**src/rtl/rr_acc_pkg.sv**
```systemverilog
// Shared types and helpers for the round-robin accumulator and its arbiter.
package rr_acc_pkg;

  typedef enum logic [1:0] {
    ST_IDLE = 2'd0,
    ST_RUN  = 2'd1,
    ST_DONE = 2'd2
  } state_e;

  // Widest one-hot vector the index helper accepts.
  localparam int MAX_CH = 32;

  // Position of the set bit in a one-hot vector; 0 when the vector is empty.
  function automatic int oh_to_idx(input logic [MAX_CH-1:0] oh);
    int idx;
    idx = 0;
    for (int i = 0; i < MAX_CH; i++) begin
      if (oh[i]) idx = i;
    end
    return idx;
  endfunction

endpackage

```
**src/rtl/rr_arbiter_param.sv**
```systemverilog
// Combinational round-robin arbiter: first requester at or after the pointer wins.
module rr_arbiter_param
  import rr_acc_pkg::*;
#(
  parameter int NUM_CH = 4,
  localparam int PTR_W = $clog2(NUM_CH)
) (
  input  logic [NUM_CH-1:0] req,
  input  logic [PTR_W-1:0]  pointer,
  input  logic              enable,
  output logic [NUM_CH-1:0] grant,
  output logic [PTR_W-1:0]  grant_idx
);

  logic [PTR_W-1:0] scan;
  logic             found;

  // Walk the channels from the pointer, wrapping at NUM_CH, and stop at the first request.
  always_comb begin
    grant = '0;
    scan  = pointer;
    found = 1'b0;
    for (int i = 0; i < NUM_CH; i++) begin
      if (enable && !found && req[scan]) begin
        grant[scan] = 1'b1;
        found       = 1'b1;
      end
      scan = (scan == PTR_W'(NUM_CH - 1)) ? '0 : scan + PTR_W'(1);
    end
  end

  assign grant_idx = PTR_W'(oh_to_idx(MAX_CH'(grant)));

endmodule

```
**src/rtl/rr_accumulator.sv**
```systemverilog
// Round-robin multi-channel accumulator with programmable operand count.
//
// state   | meaning
// --------+-------------------------------------------------------------
// ST_IDLE | after reset; waiting for start
// ST_RUN  | accepting one operand per cycle until count reaches target
// ST_DONE | run complete; result published and held until next start
module rr_accumulator
  import rr_acc_pkg::*;
#(
  parameter int NUM_CH = 4,
  parameter int WIDTH  = 32,
  parameter int CNT_W  = 10,
  parameter int SAT_EN = 0
) (
  input  logic                    clk,
  input  logic                    reset,
  input  logic                    start,
  input  logic [CNT_W-1:0]        target,
  input  logic [NUM_CH-1:0]       req_valid,
  input  logic [NUM_CH*WIDTH-1:0] req_data,
  output logic [NUM_CH-1:0]       req_ready,
  output logic [NUM_CH-1:0]       grant,
  output logic [WIDTH-1:0]        result,
  output logic [CNT_W-1:0]        count,
  output logic                    busy,
  output logic                    full,
  output logic                    overflow
);

  localparam int PTR_W = $clog2(NUM_CH);

  state_e           state_q, state_d;
  logic [WIDTH-1:0] acc_q, acc_d;
  logic [CNT_W-1:0] count_q, count_d;
  logic [CNT_W-1:0] target_q, target_d;
  logic             ovf_q, ovf_d;
  logic [PTR_W-1:0] ptr_q, ptr_d;

  logic [NUM_CH-1:0] gnt;
  logic [PTR_W-1:0]  gnt_idx;
  logic [WIDTH-1:0]  sel_data;
  logic [WIDTH:0]    sum;
  logic              xfer;

  rr_arbiter_param #(.NUM_CH(NUM_CH)) u_arb (
    .req       (req_valid),
    .pointer   (ptr_q),
    .enable    (state_q == ST_RUN),
    .grant     (gnt),
    .grant_idx (gnt_idx)
  );

  assign grant     = gnt;
  assign req_ready = gnt;
  assign xfer      = |(gnt & req_valid);

  // Route the granted channel's operand to the shared adder.
  always_comb begin
    sel_data = '0;
    for (int i = 0; i < NUM_CH; i++) begin
      if (gnt[i]) sel_data = req_data[i*WIDTH +: WIDTH];
    end
  end

  // One extra bit captures the carry-out that feeds overflow and saturation.
  assign sum = {1'b0, acc_q} + {1'b0, sel_data};

  // Sequencing, accumulation and pointer advance.
  always_comb begin
    state_d  = state_q;
    acc_d    = acc_q;
    count_d  = count_q;
    target_d = target_q;
    ovf_d    = ovf_q;
    ptr_d    = ptr_q;
    case (state_q)
      ST_IDLE, ST_DONE: begin
        if (start) begin
          acc_d    = '0;
          count_d  = '0;
          ovf_d    = 1'b0;
          target_d = target;
          state_d  = (target == '0) ? ST_DONE : ST_RUN;
        end
      end
      ST_RUN: begin
        if (xfer) begin
          ovf_d   = ovf_q | sum[WIDTH];
          acc_d   = (SAT_EN != 0 && sum[WIDTH]) ? '1 : sum[WIDTH-1:0];
          count_d = count_q + CNT_W'(1);
          ptr_d   = (gnt_idx == PTR_W'(NUM_CH - 1)) ? '0 : gnt_idx + PTR_W'(1);
          if (count_d == target_q) state_d = ST_DONE;
        end
      end
      default: state_d = ST_IDLE;
    endcase
  end

  // State registers; reset clears everything including the fairness pointer.
  always_ff @(posedge clk or negedge reset) begin
    if (!reset) begin
      state_q  <= ST_IDLE;
      acc_q    <= '0;
      count_q  <= '0;
      target_q <= '0;
      ovf_q    <= 1'b0;
      ptr_q    <= '0;
    end else begin
      state_q  <= state_d;
      acc_q    <= acc_d;
      count_q  <= count_d;
      target_q <= target_d;
      ovf_q    <= ovf_d;
      ptr_q    <= ptr_d;
    end
  end

  assign busy     = (state_q == ST_RUN);
  assign full     = (state_q == ST_DONE);
  assign result   = full ? acc_q : '0;
  assign count    = count_q;
  assign overflow = ovf_q;

endmodule

```
**config.mk**
```make
export PLATFORM = sky130hd
export DESIGN_NAME = rr_accumulator
export DESIGN_NICKNAME = d
export VERILOG_FILES = /design/src/rtl/rr_acc_pkg.sv /design/src/rtl/rr_arbiter_param.sv /design/src/rtl/rr_accumulator.sv
export SDC_FILE = /design/constraint.sdc
export NUM_CORES = 1
export LEC_CHECK = 0
export CORE_UTILIZATION = 45
export DETAILED_ROUTE_END_ITERATION = 10
export HOLD_SLACK_MARGIN = 0.1
export PLACE_DENSITY = 0.77
export SYNTH_ARGS = -nofsm -noshare
export SYNTH_HDL_FRONTEND = slang
export SYNTH_HIERARCHICAL = 1
export SYNTH_SLANG_ARGS = --single-unit
```
**constraint.sdc**
```tcl
create_clock -name clk -period 7.5 [get_ports clk]
set_input_delay 1.125 -clock clk [delete_from_list [all_inputs] [get_ports clk]]
set_output_delay 1.125 -clock clk [all_outputs]
set_load 0.02 [all_outputs]
```
==> results.md <==
* CP Launch Type: primary input
* Final period util at 82.6%
* Synth cell types at 72
* Vias at 6,747
* Post-cts sizing count at 0
* Placement Rows at 41
* Hold WC Path Type: flop to flop
* Clock power share at 12.1%
* Synth top area share at 23.8%
* LEAKAGE at 3.58 nW
* Clk buf depth at 2
* Ys flop type: dfrtp_1
* Status: completed
* Fin crit period at 6200 ps
* Hold buffers post-CTS at 0
* Synthesized instance count at 816
* Fraction of power consumed by sequential logic at 14.6%
* Fin. max-slew vios at 0
* MaxCap Viol Count at 0
* Least-Margin Pin Slew at 1030 ps
* CTS H-tree depth at 3
* # DRC at 0
* Cell taking the most area after synthesis: dfrtp_1
* Required @ worst endpoint at 7730 ps
* Final Hold Fails at 0
* Compound-Gate Fraction of Synth Area at 30.0%
* Final nets at 1,168
* Vias in the first global route at 6,521
* Cell total after placement at 1,141
* Mapped Nets at 1,004
* F_max at 161 MHz
* Vias per cell at 5.83
* Top post-synthesis cells by count: nand2_1 (119), o21ai_0 (90), a21oi_1 (70), nor2_1 (68), dfrtp_1 (57)
* Main combinational cell family by area after synthesis: compound AO/OA/AOI/OAI gates
* Setup bufs post-CTS at 0
* Post-DP HPWL at 15.5 mm
* Comb power frac at 73.3%
* Crit end category: flop
* Critical path class: primary input to flop
* Synth Area per Inst at 7.36 um2
* Core region area at 12,800 um2
* Non-filler cells, final at 1,157
* Rel. slew slack at 31.1%
* Initial detailed-routing violation count at 415
* Clock sinks at 57
* Final ANT Viol Nets at 0
* GRT Total Usage at 29.9%
* Top-level I/O count at 198
* RSZ-0062 raised after global routing: false
* # diodes at 0
* Cell area after synthesis at 6000 um2
* Ys Warns at 6
* CTS Buf Count at 9
* Simple-gate share of the synthesized area at 24.8%
* Synth Area in Adders at 9.09%
* Area delta synth->final at 38.9%
* Worst-path clk slew at 60 ps
* 1st-pass router iterations at 5
* Placer Congestion at 0.881
* P_int at 1.66 mW
* GRT overflow at 0
* Die Y at 118 um
* Initial core utilization at 46.8%
* Port Buf Inserts at 197
* Ys async rst share at 100%
* Max VDD drop at 0.183 mV
* Post-Synth XOR/XNOR Area at 4.96%
* Fin Clk Skew at 7.19 ps
* Layout cells sized above 1 at 4.47%
* Switching share of power at 53.1%
* Post-synthesis mux area share at 2.54%
* Most frequent cell after synthesis: nand2_1
* Setup WS pre-CTS at 1110 ps
* Clock root buffer: clkbuf_16
* Final WL at 20.5 mm
* Clock Latency Late Sink at 340 ps
* Drt wl/cell at 17.7 um
* CP Max Fanout at 22
* Die area at 13,800 um2
* Seq/Total Area, Yosys at 23.8%
* Pin count of the biggest net entering global routing at 68
* CTS tree: done
* Final setup viols at 0
* First-pass GRT wire length at 33.0 mm
* Net Switching at 1.88 mW
* Yosys reg bits at 57
* Initial antenna violation count at 1
* DIE WIDTH at 118 um
* WP data arrival at 6430 ps
* Final setup margin at 1300 ps
* Post-synth EDFFs at 0
* Power Density at 424 nW/um2
* Top cells by area, synth: dfrtp_1 (24%), ha_1 (8.8%), o21ai_0 (7.5%)
* Setup TNS at 0 ps
==> layer usage <==
layer  share of wire (%)  up-vias  GRT usage (%)  wire length (um)
li1                    -     3296              -                 -
met1                  44     3171           38.9              8980
met2                  48      239           50.2              9900
met3                 5.7       37           4.36              1160
met4                 2.0        4           10.6               402
met5                0.29        -           2.94                60
==> power by group through the flow <==
stage          clock, mW  combinational, mW  sequential [mW]
2_1_floorplan          0               1.87            0.487
6_report           0.429               2.59            0.516
5_1_grt            0.445               2.86            0.529
3_5_place_dp           0               2.56            0.518
3_3_place_gp           0               2.52            0.516
4_1_cts            0.429               2.57            0.514
==> layout make-up <==
class / instances / area (um2)
Fill cell: 1172 / 4490
Multi-Input combinational cell: 690 / 4300
Timing Repair Buffer: 206 / 2030
Sequential cell: 57 / 1430
Clock buffer: 10 / 239
Tap cell: 172 / 215
Clock inverter: 6 / 66.3
Inverter: 16 / 60.1
==> worst max-delay path, stage by stage <==
cell and delay, ps:
clkdlybuf4s50_1 560, and2b_1 220, mux4_2 460, a221oi_1 310, a211oi_1 80, a21oi_1 130
nor2b_1 110, nor2b_2 180, buf_4 210, a22oi_1 200, nor2_1 60, a21oi_1 140
o21ai_0 90, ha_1 260, fa_1 410, nand3_1 130, a21oi_1 140, nor3_1 320
o21ai_0 170, a311oi_1 670, nor4_1 130, a211o_1 300
==> registers in the layout, indices dropped and copies added, names as in the netlist <==
signal	flops
ptr_q	2
state_q	2
acc_q	32
target_q	10
count	10
overflow	1
==> cells by family after synthesis <==
kind of cell / Yosys count
multiplexers: 11
adder cells (fa/ha/maj): 43
AND/OR/NAND/NOR: 317
buffers and inverters: 69
AO/OA/AOI/OAI: 285
flip-flops: 57
XOR/XNOR: 34
==> final timing paths <==
path                         startpoint          end  slack, ps  cells past startpoint
max in group asynchronous         reset     acc_q[8]       6020                      2
hold / removal              target_q[6]  target_q[6]        500                      2
hold reg to reg             target_q[6]  target_q[6]        500                      2
setup / recovery           req_valid[1]    acc_q[28]       1300                     22
min in group asynchronous         reset    acc_q[29]        930                      2
setup reg to reg               ptr_q[0]    acc_q[28]       1440                     22
==> through the flow <==
| stage | util, % | hold WS, ps | area, um2 | total power, mW |
|---|---|---|---|---|
| 3_3_place_gp | 62.6 | 482 | 8030 | 3.03 |
| 2_1_floorplan | - | 465 | 6000 | 2.35 |
| 4_1_cts | 65.0 | 508 | 8340 | 3.51 |
| 6_report | 65.0 | 502 | 8340 | 3.53 |
| 5_1_grt | 65.0 | 534 | 8340 | 3.84 |
| 3_5_place_dp | 62.6 | 493 | 8030 | 3.07 |
==> cells in the final DEF, fill, tap and decap left out, types with 3 or more instances in the layout <==
cell               n
a22oi_1           32
a221oi_1           3
and3_1             7
nor3_1             8
nor2_1            68
a221o_1            4
xor2_1            15
inv_1             14
o21ai_0           90
or4_1              3
clkinvlp_4         3
nand2b_1           3
mux2i_1            7
clkdlybuf4s50_1  196
ha_1              42
or3_1              4
nand2_1          119
nand4_1            4
o21a_1             5
a22o_1             3
a211oi_1           4
o2bb2ai_1          3
o211ai_1           3
dfrtp_1           57
nor2b_1            5
a31oi_1            7
xnor2_1           19
nor4_1             3
and2_1            34
nand3_1           40
o31ai_1           12
o21bai_1           8
a21o_1            16
a21oi_1           70
clkbuf_16          9
buf_4              9
a211o_1            6
Note: power is estimated with default switching activity, not from simulation.
